--- src/rtl/memory_pkg.sv ---
// Shared types and constants for the memory responder and its storage array.
package memory_pkg;

    typedef enum logic [1:0] {
        StIdle,
        StWait,
        StResp
    } stateT;

    localparam int unsigned WORD_BYTES      = 4;
    localparam logic [31:0] ADDR_ALIGN_MASK = 32'(WORD_BYTES - 1);

    // Misaligned or beyond the last word of a DEPTH-word array.
    function automatic logic isBadAddr(input logic [31:0] addr, input int unsigned depth);
        return ((addr & ADDR_ALIGN_MASK) != 32'h0) || ({2'b00, addr[31:2]} >= depth);
    endfunction

endpackage

--- src/rtl/memory_array.sv ---
// Word storage with combinational read and byte-enabled synchronous write; not reset.
module memory_array
    import memory_pkg::*;
#(
    parameter int unsigned DEPTH  = 64,
    parameter int unsigned ADDR_W = (DEPTH > 1) ? $clog2(DEPTH) : 1
) (
    input  logic                  clk,
    input  logic                  writeEn,
    input  logic [ADDR_W-1:0]     addr,
    input  logic [31:0]           wdata,
    input  logic [WORD_BYTES-1:0] byteEn,
    output logic [31:0]           rdata
);

    logic [31:0] mem [DEPTH];

    always_ff @(posedge clk) begin
        if (writeEn) begin
            for (int b = 0; b < WORD_BYTES; b++) begin
                if (byteEn[b]) begin
                    mem[addr][8*b +: 8] <= wdata[8*b +: 8];
                end
            end
        end
    end

    assign rdata = mem[addr];

endmodule

--- src/rtl/memory_responder.sv ---
// Single-outstanding memory responder: accepts one request, inserts WAIT_CYCLES wait
// states, then presents a response held until the processor accepts it.
module memory_responder
    import memory_pkg::*;
#(
    parameter int unsigned DEPTH       = 64,
    parameter int unsigned WAIT_CYCLES = 2
) (
    input  logic        clk,
    input  logic        rst_n,
    input  logic        reqValid,
    output logic        reqReady,
    input  logic        reqWrite,
    input  logic [31:0] reqAddr,
    input  logic [31:0] reqWdata,
    input  logic [3:0]  reqByteEn,
    output logic        rspValid,
    input  logic        rspReady,
    output logic [31:0] rspRdata,
    output logic        rspError
);

    localparam int unsigned ADDR_W    = (DEPTH > 1) ? $clog2(DEPTH) : 1;
    localparam logic [3:0]  WAIT_LOAD = (WAIT_CYCLES > 0) ? 4'(WAIT_CYCLES - 1) : 4'd0;

    stateT       stateQ, stateD;
    logic [3:0]  cntQ, cntD;
    logic        writeQ;
    logic [31:0] addrQ, wdataQ;
    logic [3:0]  byteEnQ;
    logic [31:0] rdataQ;
    logic        errorQ;

    logic        accept, enterResp;
    logic        curWrite, curError;
    logic [31:0] curAddr, curWdata;
    logic [3:0]  curByteEn;
    logic [31:0] memRdata;
    logic        memWe;

    // Gated by rst_n so the handshake stays closed while reset is held.
    assign reqReady = rst_n && (stateQ == StIdle);
    assign rspValid = (stateQ == StResp);
    assign rspRdata = rdataQ;
    assign rspError = errorQ;
    assign accept   = reqValid && reqReady;

    // With zero wait states RESP is entered on the acceptance edge, before the latches load.
    always_comb begin
        curWrite  = writeQ;
        curAddr   = addrQ;
        curWdata  = wdataQ;
        curByteEn = byteEnQ;
        if (stateQ == StIdle) begin
            curWrite  = reqWrite;
            curAddr   = reqAddr;
            curWdata  = reqWdata;
            curByteEn = reqByteEn;
        end
        curError = isBadAddr(curAddr, DEPTH);
        memWe    = enterResp && curWrite && !curError;
    end

    always_comb begin
        stateD    = stateQ;
        cntD      = cntQ;
        enterResp = 1'b0;
        unique case (stateQ)
            StIdle: begin
                if (accept) begin
                    if (WAIT_CYCLES > 0) begin
                        stateD = StWait;
                        cntD   = WAIT_LOAD;
                    end else begin
                        stateD    = StResp;
                        enterResp = 1'b1;
                    end
                end
            end
            StWait: begin
                if (cntQ == 4'd0) begin
                    stateD    = StResp;
                    enterResp = 1'b1;
                end else begin
                    cntD = cntQ - 4'd1;
                end
            end
            StResp: begin
                if (rspReady) begin
                    stateD = StIdle;
                end
            end
            default: stateD = StIdle;
        endcase
    end

    always_ff @(posedge clk or negedge rst_n) begin
        if (!rst_n) begin
            stateQ <= StIdle;
            cntQ   <= 4'd0;
        end else begin
            stateQ <= stateD;
            cntQ   <= cntD;
        end
    end

    always_ff @(posedge clk or negedge rst_n) begin
        if (!rst_n) begin
            writeQ  <= 1'b0;
            addrQ   <= 32'h0;
            wdataQ  <= 32'h0;
            byteEnQ <= 4'h0;
        end else if (accept) begin
            writeQ  <= reqWrite;
            addrQ   <= reqAddr;
            wdataQ  <= reqWdata;
            byteEnQ <= reqByteEn;
        end
    end

    always_ff @(posedge clk or negedge rst_n) begin
        if (!rst_n) begin
            rdataQ <= 32'h0;
            errorQ <= 1'b0;
        end else if (enterResp) begin
            rdataQ <= (curWrite || curError) ? 32'h0 : memRdata;
            errorQ <= curError;
        end
    end

    memory_array #(
        .DEPTH  (DEPTH),
        .ADDR_W (ADDR_W)
    ) uArray (
        .clk     (clk),
        .writeEn (memWe),
        .addr    (curAddr[ADDR_W+1:2]),
        .wdata   (curWdata),
        .byteEn  (curByteEn),
        .rdata   (memRdata)
    );

endmodule

--- config.mk ---
export PLATFORM = sky130hd
export DESIGN_NAME = memory_responder
export DESIGN_NICKNAME = d
export VERILOG_FILES = /design/src/rtl/memory_pkg.sv /design/src/rtl/memory_array.sv /design/src/rtl/memory_responder.sv
export SDC_FILE = /design/constraint.sdc
export NUM_CORES = 2
export LEC_CHECK = 0
export ABC_AREA = 1
export CAP_MARGIN = 0
export CORE_ASPECT_RATIO = 1.1
export CORE_MARGIN = 2
export CORE_UTILIZATION = 34
export CTS_CLUSTER_SIZE = 20
export DETAILED_ROUTE_END_ITERATION = 6
export MAX_ROUTING_LAYER = met4
export SYNTH_ARGS = -nofsm -noshare
export SYNTH_HDL_FRONTEND = slang
export SYNTH_SLANG_ARGS = --single-unit
--- constraint.sdc ---
create_clock -name clk -period 9.2 [get_ports clk]
set_clock_uncertainty 0.15 [all_clocks]
set_input_delay 1.84 -clock clk [delete_from_list [all_inputs] [get_ports clk]]
set_output_delay 1.84 -clock clk [all_outputs]
set_load 0.05 [all_outputs]
==> flow_summary.json <==
{
  "worstPathRequired_ps": 9830,
  "post_cts_buffers": 0,
  "grt_pass1_vias": 60100,
  "rows": 200,
  "clock-sinks": 2156,
  "ys_seq_area_share_pct": 69.8,
  "tns_ps": 0,
  "drtIter0Drc": 6935,
  "cts_hold_buf": 0,
  "grt_pass1_wl_mm": 399,
  "synthCells": 8876,
  "clk_pin_slew_ps": 60,
  "dp_hpwl_mm": 164,
  "worst_slew_pin_slew_ps": 1420,
  "finalHoldViolations": 0,
  "synth_seq_cells": 2156,
  "setup_violations": 0,
  "port_buffers": 107,
  "maxCapViolations": 0,
  "start_util_pct": 34.1,
  "final_common_cell": "nand2_1",
  "r2r_slack_ps": 3210,
  "design.die.area_mm2": 0.275,
  "min_path_type": "flip-flop to flip-flop",
  "cts_tree": "built",
  "place_congestion": 0.883,
  "cts-root-buf": "clkbuf_16",
  "nets": 9030,
  "failed_checks": "DRC",
  "ant_nets": 0,
  "outcome": "finished with violations",
  "synthDistinctLibCells": 32,
  "path_class": "flip-flop to flip-flop",
  "period_share_pct": 65.1,
  "post_cts_resized": 0,
  "syn_area_per_cell_um2": 10.4,
  "coreArea_mm2": 0.270,
  "layout_common_cells": "3820 x nand2_1, 2048 x edfxtp_1, 937 x inv_1",
  "ios": 108,
  "min_period_ps": 5990,
  "grt_max_degree": 198,
  "vias": 62600,
  "slew_headroom_pct": 4.63,
  "die_h_um": 549,
  "grt_overflow": 0,
  "h-tree-depth": 4,
  "max-vdd-ir-drop_v": 0.000403,
  "die_w_um": 500,
  "rsz0062_at_grt": "no",
  "clockBufferDepth": 4,
  "synth.cell_area_mm2": 0.0920,
  "viasPerCell": 4.94,
  "drive_above_1_share_pct": 7.10,
  "fin_hold_ws_ps": 337,
  "crit_fanout": 91,
  "cp.arrival_ps": 6620,
  "antenna_found_initial": 12,
  "route.detailed.drc": 4,
  "clk_latency_ps": 890,
  "endpoint_kind": "flip-flop",
  "p_leak_nw": 41.7,
  "startpoint_type": "flip-flop",
  "powerDensity_mw_per_mm2": 352,
  "synth_nets": 8951,
  "cts_buffers": 209,
  "grt_usage_pct": 20.0,
  "routedWlPerCell_um": 21.6,
  "syn_to_final_growth_pct": 13.5,
  "dr.pass1.iters": 7,
  "clock.fmax_ghz": 0.167,
  "wl_mm": 274,
  "drv_slew": 0,
  "ys_warn_count": 0
}
cells by family (layout without fill, tap and decap cells):
kind of cell | after synthesis | after routing | synth area share, %
and+or+nand+nor | 4974 | 4974 | 22.0
AOI/OAI and AO/OA | 310 | 310 | 1.70
DFF | 2156 | 2156 | 69.8
adders and majority gates | 2 | 2 | 0.0272
muxes | 14 | 14 | 0.171
buffers and inverters | 1420 | 1670 | 6.28
other | 0 | 9 | 0
cells in the mapped netlist:
cell,count,area [µm²]
a21oi_1,46,230
and2_1,24,150
buf_1,17,63.8
buf_2,301,1510
buf_4,13,97.6
buf_6,2,22.5
clkbuf_1,141,529
dfrtp_1,108,2700
edfxtp_1,2048,61500
ha_1,2,25.0
inv_1,937,3520
inv_2,9,33.8
mux2_2,14,158
nand2_1,3822,14300
nand2_2,5,31.3
nand2_4,2,22.5
nand3_1,562,2810
nand3b_1,2,15.0
nand4_1,130,813
nand4_2,1,12.5
nor2_1,141,529
nor2_2,5,31.3
nor2_4,9,101
nor3_1,264,1320
nor3_2,1,10.0
nor4_1,5,31.3
o211ai_1,1,7.51
o21ai_0,259,1300
o21ai_1,1,5.00
o21ai_2,2,17.5
o31ai_1,1,7.51
or4_1,1,7.51
critical path: stages (launching register included):
cell     delay [ps]
dfrtp_1         490
inv_2           100
nand2_4         430
buf_4           830
nand2_1         290
nand2_8         480
buf_4           630
buf_4           930
nand2_1         130
nand3_1         140
nand4_1         160
nand2_1         100
nand2_1          50
nor2_1          490
nand3_1         240
nand2_1         100
state kept, by name (all words and copies together), names as in the netlist:
signal and flops:
stateQ 2, cntQ 4, wdataQ 32, rspRdata 32, uArray.mem 2048, byteEnQ 4
addrQ 32, writeQ 1, rspError 1
through the flow:
step                setup slack [ps]  cell area [µm²]  std cells  total power [mW]  util, %
finish                          3210           104000      12700              36.7     38.7
detailed placement              2660            97700      12300              28.4     36.3
global placement                2690            97700      12300              28.2     36.2
global route                    2960           104000      12700              38.5     38.7
CTS                             3260           104000      12700              36.7     38.7
floorplan                       3940            92000       8876              22.6        -
where the power goes:
group / internal, mW / leakage (nW) / switching [mW]
Sequential: 12.8 / 19.9 / 0.267
Combinational: 3.26 / 18.5 / 11.9
Clock: 4.74 / 3.24 / 3.71
Total: 20.8 / 41.7 / 15.9
layer usage:
| metal | wire length, µm | up-vias | track usage (%) |
|---|---|---|---|
| met1 | 107000 | 30400 | 24.0 |
| li1 | - | 29200 | - |
| met4 | 15900 | 0 | 10.5 |
| met2 | 132000 | 2373 | 33.0 |
| met3 | 18400 | 602 | 2.68 |
| met5 | 0 | - | - |
cell type report:
cell class	count	area, µm²
timing repair buffer	342	2960
clock inverter	117	1060
inverter	946	3550
clock buffer	265	5540
tap	3535	4420
antenna	9	22.5
sequential	2156	64200
multi-input combinational	5300	22600
fill	25700	165000
worst paths after layout:
path                            startpoint  cells past startpoint           end
worst max-delay path             stateQ[0]                     15  rspRdata[13]
worst min-delay path            wdataQ[16]                      2    wdataQ[16]
worst max register to register   stateQ[0]                     15  rspRdata[13]
worst min register to register  wdataQ[16]                      2    wdataQ[16]
max in group asynchronous            rst_n                      2       cntQ[1]
min in group asynchronous            rst_n                      1     wdataQ[6]
Power figures use the tool's default switching activity.
